--- config.mk ---
export PLATFORM = sky130hd
export DESIGN_NAME = vga_timing_gen
export DESIGN_NICKNAME = d
export VERILOG_FILES = /design/src/rtl/vga_timing_gen.sv
export SDC_FILE = /design/constraint.sdc
export NUM_CORES = 1
export LEC_CHECK = 0
export CAP_MARGIN = 20
export CORE_MARGIN = 10
export CORE_UTILIZATION = 50
export DETAILED_ROUTE_END_ITERATION = 16
export PLACE_DENSITY = 0.74
export SETUP_SLACK_MARGIN = 0.15
export SYNTH_ARGS = -nofsm -noshare
export SYNTH_HDL_FRONTEND = slang
export SYNTH_SLANG_ARGS = --single-unit
export TNS_END_PERCENT = 1
--- constraint.sdc ---
create_clock -name iCLK -period 3.1 [get_ports iCLK]
set_clock_uncertainty 0.05 [all_clocks]
set_input_delay 0.31 -clock iCLK [delete_from_list [all_inputs] [get_ports iCLK]]
set_output_delay 0.31 -clock iCLK [all_outputs]
set_load 0.02 [all_outputs]
--- src/rtl/vga_timing_gen.sv ---
// vga_timing_gen: parametrised VGA timing generator and output stage.
//
// Sync, blank and the pixel pipeline are generated for the mode set by the
// parameters. Each line and each frame run sync, back porch, active, front
// porch. Pixel coordinates go to a host renderer, and the host colour comes
// back a fixed PIX_LAT cycles later. The block also provides colour-bar,
// border and black modes, plus frame and game ticks.
//
// Ports:
//   iCLK, iRST_N               pixel clock, async active-low reset
//   iRed/iGreen/iBlue [CW]     host colour, valid PIX_LAT cycles after oReq/oCoord
//   iMode [2]                  0 host, 1 colour bars, 2 host + white border, 3 black;
//                              sampled only on oFrameTick
//   oCoord_X/oCoord_Y [CNT_W]  active-area coordinate (holds outside active area)
//   oReq                       coordinate valid
//   oVGA_R/G/B [CW]            registered colour, zero whenever blanked
//   oVGA_H_SYNC, oVGA_V_SYNC   active-low syncs, aligned with the colour
//   oVGA_BLANK                 high during active video
//   oVGA_SYNC                  constant 0
//   oVGA_CLOCK                 iCLK pass-through
//   oFrameTick                 one-cycle pulse at the start of vertical front porch
//   oGameTick                  one-cycle pulse every TICK_DIV frames
//
// Latency: oReq/oCoord for counter position (h,v) is registered once. Sync,
// blank and colour for that position leave the output register PIX_LAT+1
// cycles after oReq/oCoord show it.
module vga_timing_gen #(
  parameter int H_SYNC   = 96,
  parameter int H_BACK   = 48,
  parameter int H_ACT    = 640,
  parameter int H_FRONT  = 16,
  parameter int V_SYNC   = 2,
  parameter int V_BACK   = 33,
  parameter int V_ACT    = 480,
  parameter int V_FRONT  = 10,
  parameter int CW       = 10,
  parameter int CNT_W    = 10,
  parameter int PIX_LAT  = 2,
  parameter int TICK_DIV = 4
) (
  input  logic             iCLK,
  input  logic             iRST_N,
  input  logic [CW-1:0]    iRed,
  input  logic [CW-1:0]    iGreen,
  input  logic [CW-1:0]    iBlue,
  input  logic [1:0]       iMode,
  output logic [CNT_W-1:0] oCoord_X,
  output logic [CNT_W-1:0] oCoord_Y,
  output logic             oReq,
  output logic [CW-1:0]    oVGA_R,
  output logic [CW-1:0]    oVGA_G,
  output logic [CW-1:0]    oVGA_B,
  output logic             oVGA_H_SYNC,
  output logic             oVGA_V_SYNC,
  output logic             oVGA_BLANK,
  output logic             oVGA_SYNC,
  output logic             oVGA_CLOCK,
  output logic             oFrameTick,
  output logic             oGameTick
);

  localparam int H_TOT = H_SYNC + H_BACK + H_ACT + H_FRONT;
  localparam int V_TOT = V_SYNC + V_BACK + V_ACT + V_FRONT;
  localparam int HA_S  = H_SYNC + H_BACK;
  localparam int HA_E  = HA_S + H_ACT;
  localparam int VA_S  = V_SYNC + V_BACK;
  localparam int VA_E  = VA_S + V_ACT;
  localparam int BAR_W = H_ACT / 8;
  localparam int FC_W  = (TICK_DIV > 1) ? $clog2(TICK_DIV) : 1;

  localparam logic [CNT_W-1:0] H_LAST   = CNT_W'(H_TOT - 1);
  localparam logic [CNT_W-1:0] V_LAST   = CNT_W'(V_TOT - 1);
  localparam logic [CNT_W-1:0] BAR_LAST = CNT_W'(BAR_W - 1);
  localparam logic [FC_W-1:0]  FC_LAST  = FC_W'(TICK_DIV - 1);

  typedef struct packed {
    logic       hs;
    logic       vs;
    logic       vid;
    logic [1:0] mode;
    logic       border;
    logic [2:0] bar;
  } pix_t;

  logic [CNT_W-1:0] h, v;
  logic [CNT_W-1:0] bar_pix;
  logic [2:0]       bar_idx;
  logic [FC_W-1:0]  fcnt;
  logic [1:0]       mode_q;
  logic             h_act, v_act, active, border, frame_tick;
  pix_t             s0, dly;
  logic [CW-1:0]    r_n, g_n, b_n;
  logic [2:0]       bar_k;

  assign oVGA_SYNC  = 1'b0;
  assign oVGA_CLOCK = iCLK;

  // Position counters
  always_ff @(posedge iCLK or negedge iRST_N) begin
    if (!iRST_N) begin
      h <= '0;
      v <= '0;
    end else if (h == H_LAST) begin
      h <= '0;
      v <= (v == V_LAST) ? '0 : v + 1'b1;
    end else begin
      h <= h + 1'b1;
    end
  end

  assign h_act  = (h >= CNT_W'(HA_S)) && (h < CNT_W'(HA_E));
  assign v_act  = (v >= CNT_W'(VA_S)) && (v < CNT_W'(VA_E));
  assign active = h_act && v_act;
  assign border = (h == CNT_W'(HA_S)) || (h == CNT_W'(HA_E - 1)) ||
                  (v == CNT_W'(VA_S)) || (v == CNT_W'(VA_E - 1));

  assign frame_tick = (h == '0) && (v == CNT_W'(VA_E));
  assign oFrameTick = frame_tick;
  assign oGameTick  = frame_tick && (fcnt == FC_LAST);

  // Frame divider and frame-synchronous mode sample
  always_ff @(posedge iCLK or negedge iRST_N) begin
    if (!iRST_N) begin
      fcnt   <= '0;
      mode_q <= '0;
    end else if (frame_tick) begin
      fcnt   <= (fcnt == FC_LAST) ? '0 : fcnt + 1'b1;
      mode_q <= iMode;
    end
  end

  // Bar counter: during position x these hold x mod BAR_W and x / BAR_W.
  always_ff @(posedge iCLK or negedge iRST_N) begin
    if (!iRST_N) begin
      bar_pix <= '0;
      bar_idx <= '0;
    end else if (active) begin
      if (bar_pix == BAR_LAST) begin
        bar_pix <= '0;
        bar_idx <= bar_idx + 1'b1;
      end else begin
        bar_pix <= bar_pix + 1'b1;
      end
    end else begin
      bar_pix <= '0;
      bar_idx <= '0;
    end
  end

  // Request stage: coordinates and the attributes that ride alongside them
  always_ff @(posedge iCLK or negedge iRST_N) begin
    if (!iRST_N) begin
      s0       <= '0;
      oReq     <= 1'b0;
      oCoord_X <= '0;
      oCoord_Y <= '0;
    end else begin
      s0.hs     <= (h >= CNT_W'(H_SYNC));
      s0.vs     <= (v >= CNT_W'(V_SYNC));
      s0.vid    <= active;
      s0.mode   <= mode_q;
      s0.border <= border;
      s0.bar    <= bar_idx;
      oReq      <= active;
      if (active) begin
        oCoord_X <= h - CNT_W'(HA_S);
        oCoord_Y <= v - CNT_W'(VA_S);
      end
    end
  end

  // Match the host fetch latency
  generate
    if (PIX_LAT == 0) begin : g_nodly
      assign dly = s0;
    end else begin : g_dly
      pix_t line [PIX_LAT];
      always_ff @(posedge iCLK or negedge iRST_N) begin
        if (!iRST_N) begin
          for (int unsigned i = 0; i < PIX_LAT; i++) line[i] <= '0;
        end else begin
          line[0] <= s0;
          for (int unsigned i = 1; i < PIX_LAT; i++) line[i] <= line[i-1];
        end
      end
      assign dly = line[PIX_LAT-1];
    end
  endgenerate

  // Bar i shows k = 7-i as {R,G,B} bits: white first, black last.
  assign bar_k = 3'd7 - dly.bar;

  always_comb begin
    r_n = '0;
    g_n = '0;
    b_n = '0;
    if (dly.vid) begin
      case (dly.mode)
        2'd0: begin
          r_n = iRed;
          g_n = iGreen;
          b_n = iBlue;
        end
        2'd1: begin
          r_n = {CW{bar_k[2]}};
          g_n = {CW{bar_k[1]}};
          b_n = {CW{bar_k[0]}};
        end
        2'd2: begin
          r_n = dly.border ? '1 : iRed;
          g_n = dly.border ? '1 : iGreen;
          b_n = dly.border ? '1 : iBlue;
        end
        default: begin
          r_n = '0;
          g_n = '0;
          b_n = '0;
        end
      endcase
    end
  end

  always_ff @(posedge iCLK or negedge iRST_N) begin
    if (!iRST_N) begin
      oVGA_R      <= '0;
      oVGA_G      <= '0;
      oVGA_B      <= '0;
      oVGA_H_SYNC <= 1'b0;
      oVGA_V_SYNC <= 1'b0;
      oVGA_BLANK  <= 1'b0;
    end else begin
      oVGA_R      <= r_n;
      oVGA_G      <= g_n;
      oVGA_B      <= b_n;
      oVGA_H_SYNC <= dly.hs;
      oVGA_V_SYNC <= dly.vs;
      oVGA_BLANK  <= dly.vid;
    end
  end

endmodule
==> results of run 1 <==
cells in the final DEF (no fill, tap or decap), drive strengths merged, types with 12 or more instances in the layout:
master	netlist	routed
a21oi	39	39
clkbuf	18	21
clkdlybuf4s50	0	87
dfrtp	117	117
ha	12	12
inv	14	16
mux2	24	24
nand2	18	18
nand2b	31	31
nand3	12	12
nor2	15	15
nor3	15	15
xor2	15	15
kinds of logic after synthesis:
logic type,count (synthesis)
flip-flops,117
adder cells (fa/ha/maj),12
AND/OR/NAND/NOR,128
multiplexers,27
other,1
XOR/XNOR,25
buffers and inverters,40
AO/OA/AOI/OAI,70
routing by layer:
| layer | vias up | global-route usage, % |
|---|---|---|
| met5 | - | 0 |
| met4 | 0 | 6.33 |
| met3 | 12 | 6.70 |
| met2 | 146 | 25.4 |
| met1 | 1726 | 20.6 |
| li1 | 1624 | - |
state kept, by name, indices dropped and copies added, names as in the netlist, 2 cells and up:
signal and cells:
oVGA_G 10, oVGA_B 10, oVGA_R 10, bar_idx 3, g_dly.line 9, oCoord_X 10
oCoord_Y 10, dly 9, s0 9, bar_pix 10, h 10, mode_q 2
v 10, fcnt 2
worst max-delay path, cell delays in order (launching register included):
cell and delay [ns]:
sky130_fd_sc_hd__dfrtp_1 0.47, sky130_fd_sc_hd__ha_1 0.35, sky130_fd_sc_hd__or4_4 0.57, sky130_fd_sc_hd__o31a_1 0.29, sky130_fd_sc_hd__a311o_1 0.35, sky130_fd_sc_hd__inv_2 0.27
sky130_fd_sc_hd__mux2_1 0.39
timing repair:
| action | 4_1_cts | 5_1_grt |
|---|---|---|
| gates cloned | 0 | 0 |
| gates resized for setup | 8 | 7 |
| endpoints found under the hold margin | 59 | 0 |
| hold buffers | 1 | 0 |
| setup endpoints to repair | 2 | 3 |
| setup buffers | 1 | 2 |
final timing paths:
kind | from | to | slack (ns) | cells after the start
min in group asynchronous | iRST_N | oVGA_G[0] | 0.29 | 2
max in group asynchronous | iRST_N | h[5] | 1.92 | 3
hold reg to reg | s0[8] | g_dly.line[17] | 0.29 | 0
hold / removal | iGreen[0] | oVGA_G[0] | 0.21 | 3
setup reg to reg | v[1] | oCoord_Y[7] | 0.23 | 6
setup / recovery | v[1] | oCoord_Y[7] | 0.23 | 6
power by group through the flow:
stage / sequential (mW) / combinational, mW / clock (mW)
2_1_floorplan: 1.56 / 0.0109 / 0.0377
3_3_place_gp: 1.56 / 0.0859 / 0.0433
3_5_place_dp: 1.56 / 0.0852 / 0.0433
4_1_cts: 1.53 / 0.0874 / 2.10
5_1_grt: 1.53 / 0.0947 / 2.17
6_report: 1.53 / 0.0849 / 2.06
per-stage QoR:
step / setup WS (ns) / util (%)
6_report: 0.229 / 68.3
5_1_grt: 0.152 / 68.3
3_5_place_dp: 0.264 / 61.0
2_1_floorplan: 0.161 / -
3_3_place_gp: 0.292 / 61.0
4_1_cts: 0.157 / 67.8
cell type report:
type                       count  area [µm²]
clock inverter                13         156
fill                         711        3090
multi-input combinational    263        1890
inverter                      14        52.6
clock buffer                  22         479
sequential                   117        2930
tap                          133         166
timing repair buffer          98         971
==> reports/metrics.yaml, run 1 <==
yosys.cell_count.top_type: "sky130_fd_sc_hd__dfrtp_1"
dieHeight_um: 119
power.share.clock_pct: 56.1
leakage_dissipation_nw: 3.12
vias: 3508
outcome: "complete, no violations"
mappedNetlistArea_mm2: 0.00495
mappedNetlistNets: 466
ys_ff_latch: 117
overflow: 0
grt_max_degree: 61
synth_compound_area_share_pct: 8.52
floorplan.initialDensity_pct: 50.9
fin_area_mm2: 0.00664
grt_pass1_wl_mm: 19.0
dr.pass1.iters: 5
synth_sequential_area_ratio_pct: 59.2
proportion_of_layout_cells_with_a_drive_suffix_above_1_pct: 13.9
n_antenna_cell: 0
yosys_most_used_dff: "sky130_fd_sc_hd__dfrtp_1"
maxUsedRoutingLayer: "met4"
wl_met2_mm: 5.32
met3_wire_length_um: 834
yosys-mux-area-fraction_pct: 6.60
drcViolationCount: 0
row_count: 36
post_synth.cell_area_avg_um2: 11.8
antenna_found_initial: 0
power_switching_share_pct: 20.7
grt_pass1_vias: 3671
synth_top_family_by_area: "simple AND/OR/NAND/NOR gates"
synth.top_cell.area_share_pct: 59.2
postRouteWirelength_mm: 11.4
finalSetupTns_ns: 0
timing.critical_path.required_ns: 3.53
grt_setup_unrepaired: "true"
final_min_period_over_clock_period_pct: 92.6
combinationalPowerShare_pct: 2.3
met1_wire_length_mm: 5.12
timing_worst_slew_pin_value_ns: 0.957
io_buffers: 90
crit_arrival_ns: 3.31
gr-usage-all-layers_pct: 16.6
cts_tree: "built"
synth-simple-area-share_pct: 14.5
cp-start-kind: "flip-flop"
post_synth_xor_area_fraction_pct: 4.42
netSwitchingPower_mw: 0.763
synthDominantAreaCellType: "sky130_fd_sc_hd__dfrtp_1"
core-area_mm2: 0.00973
cp_max_fo: 14
power_density_mw_per_mm2: 554
ioPinCount: 92
clkTransAtPathRegs_ns: 0.06
worstSkewPairLatency_ns: 0.61
final.min_clock_period_ns: 2.87
die_x_um: 119
hp_class: "in2reg"
timing.hold.ws_ns: 0.208
path_class: "reg2reg"
die_footprint_mm2: 0.0143
dpl.hpwl_mm: 7.46
ir_drop_worst_case_vdd_mv: 0.405
routed_via_density: 5.32
drt_first_iter_violations: 409
synthesis.instances: 420
final_cells: 660
placedCellCount: 622
share_seq_of_total_power_pct: 41.6
synth.top_cells.by_count: "sky130_fd_sc_hd__dfrtp_1 (117), sky130_fd_sc_hd__a21oi_1 (39), sky130_fd_sc_hd__nand2b_1 (31), sky130_fd_sc_hd__clkbuf_1 (18), sky130_fd_sc_hd__nand2_1 (18)"
cap_violations: 0
numnets_final: 561
final_antenna_net_count: 0
avgRoutedWirePerCell_um: 17.3
synth_edf_count: 0
post_dp_cell_area_mm2: 0.00593
slew_violations: 0
synth.distinct_cells: 52
finalSetupViolations: 0
gpl.final_weighted_congestion: 0.823
ys_warn_count: 0
fmaxAchievable_ghz: 0.348
share_of_flip_flops_with_an_asynchronous_set_or_reset_pct: 100
area_growth_syn_to_layout_pct: 34.2
total_power_mw: 3.68
hold_fails_final_rpt: 0
p_int_mw: 2.91
synthTopCellsByArea: "sky130_fd_sc_hd__dfrtp_1 (59%), sky130_fd_sc_hd__a21oi_1 (3.9%), sky130_fd_sc_hd__nand2b_1 (3.9%), sky130_fd_sc_hd__ha_1 (3.0%), sky130_fd_sc_hd__xor2_1 (2.7%)"
synthAdderAreaFrac_pct: 3.03
critical_path.endpoint_type: "flip-flop"
worst_slew_margin_rel_pct: 36.0
No activity file was read; power rests on OpenSTA's default activity.
==> inputs of run 2 (changes only) <==
- GPL_ROUTABILITY_DRIVEN: unset -> 0
- SETUP_SLACK_MARGIN: 0.15 -> 0.02
==> run 2 against run 1 <==
Net effect:
- sequential share of layout area up 0.41 points
- critical endpoint is now oFrameTick
- highest routed layer unchanged
- register-to-register slack about the same
- clock power about the same
- utilization down 0.68 points
- critical path type is now reg2out
==> reports/metrics.yaml, run 2 (same netlist as run 1, synthesis figures left out) <==
cts_setup_buffers: 0
drt_first_iter_violations: 378
grt_max_degree: 61
die_footprint_mm2: 0.0143
grt_pass1_wl_mm: 18.7
dieHeight_um: 119
ioPinCount: 92
core-area_mm2: 0.00973
maxUsedRoutingLayer: "met4"
wl_met2_mm: 5.16
drcViolationCount: 0
leakage_dissipation_nw: 3.12
crit_arrival_ns: 2.58
worst_slew_margin_rel_pct: 35.2
timing_worst_slew_pin_value_ns: 0.970
antenna_found_initial: 0
most_common_cell_after_layout_fill_and_taps_aside: "sky130_fd_sc_hd__dfrtp_1"
fmaxAchievable_ghz: 0.340
io_buffers: 90
most-common-layout-cells: "sky130_fd_sc_hd__dfrtp_1 (117), sky130_fd_sc_hd__clkdlybuf4s50_1 (87), sky130_fd_sc_hd__a21oi_1 (39), sky130_fd_sc_hd__nand2b_1 (31), sky130_fd_sc_hd__nand2_1 (18)"
die_x_um: 119
grt_setup_unrepaired: "true"
p_int_mw: 2.91
grt_pass1_vias: 3632
finalSetupViolations: 0
power.share.clock_pct: 56.1
routed_via_density: 5.27
slew_violations: 0
proportion_of_layout_cells_with_a_drive_suffix_above_1_pct: 12.4
cts_tree: "built"
cp_max_fo: 6
timing.critical_path.required_ns: 2.74
row_count: 36
outcome: "complete, no violations"
ir_drop_worst_case_vdd_mv: 0.404
floorplan.initialDensity_pct: 50.9
finalSetupTns_ns: 0
final.min_clock_period_ns: 2.94
power_switching_share_pct: 20.8
netSwitchingPower_mw: 0.764
cap_violations: 0
met1_wire_length_mm: 5.08
numnets_final: 558
power_density_mw_per_mm2: 559
hold_fails_final_rpt: 0
hp_class: "in2reg"
final_antenna_net_count: 0
vias: 3465
share_seq_of_total_power_pct: 41.6
final_min_period_over_clock_period_pct: 94.8
postRouteWirelength_mm: 11.2
dpl.hpwl_mm: 7.46
n_antenna_cell: 0
clkTransAtPathRegs_ns: 0.06
path_class: "reg2out"
critical_path.endpoint_type: "output pin"
dr.pass1.iters: 5
overflow: 0
gr-usage-all-layers_pct: 16.2
combinationalPowerShare_pct: 2.3
cp-start-kind: "flip-flop"
total_power_mw: 3.68
met3_wire_length_um: 824
area_growth_syn_to_layout_pct: 32.8
worstSkewPairLatency_ns: 0.61
avgRoutedWirePerCell_um: 17.0
-- run 2: final timing paths --
kind	startpoint	to	slack, ns	cells past startpoint
worst max-delay path	h[4]	oFrameTick	0.16	7
worst min-delay path	iGreen[0]	oVGA_G[0]	0.20	3
worst max register to register	v[1]	oCoord_Y[7]	0.24	6
worst min register to register	s0[8]	g_dly.line[17]	0.29	0
max in group asynchronous	iRST_N	g_dly.line[9]	1.94	3
min in group asynchronous	iRST_N	oVGA_G[0]	0.30	2
-- run 2: power groups by stage --
| stage | clock, mW | sequential, mW | combinational (mW) |
|---|---|---|---|
| 3_3_place_gp | 0.0433 | 1.56 | 0.0859 |
| 3_5_place_dp | 0.0433 | 1.56 | 0.0852 |
| 4_1_cts | 2.10 | 1.53 | 0.0874 |
| 6_report | 2.06 | 1.53 | 0.0847 |
| 2_1_floorplan | 0.0377 | 1.56 | 0.0109 |
| 5_1_grt | 2.17 | 1.53 | 0.0948 |
-- run 2: repair_timing --
| item | CTS | global route |
|---|---|---|
| pin swaps | 0 | 0 |
| hold endpoints to repair | 59 | 0 |
| gates resized for setup | 4 | 2 |
| endpoints found under the setup margin | 2 | 2 |
| hold buffers | 1 | 0 |
-- run 2: cell type report --
type	instances	area, µm²
well taps	133	166
clock buffers	22	479
clock inverters	13	156
fillers	721	3150
inverters	14	52.6
repair buffers	95	942
multi-input cells	263	1850
flip-flops and latches	117	2930
-- run 2: routing by layer --
metal  global-route usage (%)  up-vias
li1                         -     1616
met1                     20.4     1675
met2                     25.0      160
met3                     6.33       14
met4                     6.03        0
met5                        0        -
-- run 2: through the flow --
stage / util [%] / area, µm² / hold slack [ns] / setup WS, ns / instances
CTS: 67.6 / 6580 / 0.190 / 0.0203 / 657
global placement: 61.0 / 5930 / 0.282 / 0.292 / 622
global route: 67.6 / 6580 / 0.201 / 0.0119 / 657
floorplan: - / 4950 / -0.0356 / 0.161 / 420
finish: 67.6 / 6580 / 0.205 / 0.162 / 657
detailed placement: 61.0 / 5930 / 0.285 / 0.264 / 622
-- run 2: critical path: stages (launching register included) --
cell and delay (ns):
sky130_fd_sc_hd__dfrtp_1 0.43, sky130_fd_sc_hd__inv_1 0.14, sky130_fd_sc_hd__ha_1 0.23, sky130_fd_sc_hd__nor3b_2 0.24
sky130_fd_sc_hd__inv_1 0.09, sky130_fd_sc_hd__nor4_2 0.31, sky130_fd_sc_hd__buf_4 0.20, sky130_fd_sc_hd__dlygate4sd2_1 0.34
==> inputs of run 3 (changes only) <==
- CORE_ASPECT_RATIO: unset -> 1.25
==> run 3 against run 2 <==
Net effect:
- maximum frequency up 3.1%
- largest power group unchanged
- wire length rose by 0.77%
- global-route usage down 0.17 points
- combinational power rose by 2%
- utilization up 1.7 points
==> reports/metrics.yaml, run 3 (same netlist as run 1, synthesis figures left out) <==
avgRoutedWirePerCell_um: 17.3
final_antenna_net_count: 0
crit_arrival_ns: 2.49
leakage_dissipation_nw: 3.18
ioPinCount: 92
min_delay_path_depth: 0
total_power_mw: 3.95
grt_pass1_vias: 3518
grt_pass1_wl_mm: 18.1
vias: 3480
dr.pass1.iters: 5
hold_fails_final_rpt: 0
grt_setup_unrepaired: "false"
hp_class: "reg2reg"
most_common_cell_after_layout_fill_and_taps_aside: "sky130_fd_sc_hd__dfrtp_1"
die_footprint_mm2: 0.0143
floorplan.initialDensity_pct: 51.2
power_density_mw_per_mm2: 591
cts_setup_buffers: 0
antenna_found_initial: 0
final_min_period_over_clock_period_pct: 91.9
dieHeight_um: 131
critical_path.endpoint_type: "output pin"
core-area_mm2: 0.00966
routed_via_density: 5.34
fmaxAchievable_ghz: 0.351
cp-start-kind: "flip-flop"
finalSetupViolations: 0
worst_r2r_path_depth: 6
worstSkewPairLatency_ns: 0.52
n_antenna_cell: 0
die_x_um: 109
final.min_clock_period_ns: 2.85
finalSetupTns_ns: 0
row_count: 40
timing_worst_slew_pin_value_ns: 0.937
cap_violations: 0
gr-usage-all-layers_pct: 16.1
postRouteWirelength_mm: 11.3
cts_tree: "built"
timing.critical_path.required_ns: 2.74
slew_violations: 0
dpl.hpwl_mm: 7.48
area_growth_syn_to_layout_pct: 35.1
numnets_final: 559
ir_drop_worst_case_vdd_mv: 0.451
most-common-layout-cells: "sky130_fd_sc_hd__dfrtp_1 (117), sky130_fd_sc_hd__clkdlybuf4s50_1 (87), sky130_fd_sc_hd__a21oi_1 (39), sky130_fd_sc_hd__nand2b_1 (31), sky130_fd_sc_hd__clkbuf_16 (20)"
clkTransAtPathRegs_ns: 0.05
worst_slew_margin_rel_pct: 37.4
timing.hold.ws_ns: 0.294
drcViolationCount: 0
cp_max_fo: 6
overflow: 0
grt_max_degree: 63
outcome: "complete, no violations"
proportion_of_layout_cells_with_a_drive_suffix_above_1_pct: 12.2
drt_first_iter_violations: 214
path_class: "reg2out"
io_buffers: 90
run 3: path summary, 6_finish.rpt:
path	startpoint	end	slack [ns]
worst max register to register	v[1]	oCoord_Y[2]	0.32
worst max-delay path	h[4]	oGameTick	0.25
worst min-delay path	s0[3]	g_dly.line[12]	0.29
max in group asynchronous	iRST_N	fcnt[1]	1.86
min in group asynchronous	iRST_N	oVGA_B[0]	0.38
worst min register to register	s0[3]	g_dly.line[12]	0.29
run 3: metal layers:
metal,GRT usage [%],routed length (µm),up-vias
li1,-,-,1623
met1,19.5,4780,1712
met5,0,0,-
met4,5.87,128,0
met3,7.63,958,14
met2,24.2,5390,131
run 3: worst max-delay path: stages (launching register included):
cell	delay, ns
sky130_fd_sc_hd__dfrtp_1	0.43
sky130_fd_sc_hd__inv_1	0.15
sky130_fd_sc_hd__ha_1	0.24
sky130_fd_sc_hd__nor3b_4	0.25
sky130_fd_sc_hd__inv_1	0.11
sky130_fd_sc_hd__nor4_4	0.33
sky130_fd_sc_hd__buf_4	0.16
sky130_fd_sc_hd__and2_2	0.12
sky130_fd_sc_hd__clkbuf_2	0.16
run 3: per-stage QoR:
step | instance area, µm² | util [%] | instances | setup WS [ns]
final | 6690 | 69.2 | 652 | 0.252
after global routing | 6690 | 69.2 | 652 | 0.121
after CTS | 6680 | 69.2 | 652 | 0.0120
after detailed placement | 5930 | 61.4 | 616 | 0.0833
after global placement | 5930 | 61.4 | 616 | 0.146
after floorplan | 4950 | - | 420 | 0.161
run 3: timing repair:
item,in CTS,in global routing
resized for setup,4,4
endpoints found under the setup margin,2,2
hold buffers,1,0
endpoints found under the hold margin,61,0
run 3: area by class of cell:
| type | instances | area [µm²] |
|---|---|---|
| clock buffers | 29 | 591 |
| flip-flops and latches | 117 | 2930 |
| fillers | 703 | 2970 |
| inverters | 14 | 52.6 |
| well taps | 126 | 158 |
| clock inverters | 7 | 141 |
| repair buffers | 96 | 953 |
| multi-input cells | 263 | 1870 |
run 3: report_power, final:
group | switching [mW] | internal (mW) | leakage (nW) | total [mW]
Combinational | 0.0427 | 0.0439 | 1.20 | 0.0866
Clock | 0.695 | 1.64 | 0.355 | 2.33
Sequential | 0 | 1.53 | 1.62 | 1.53
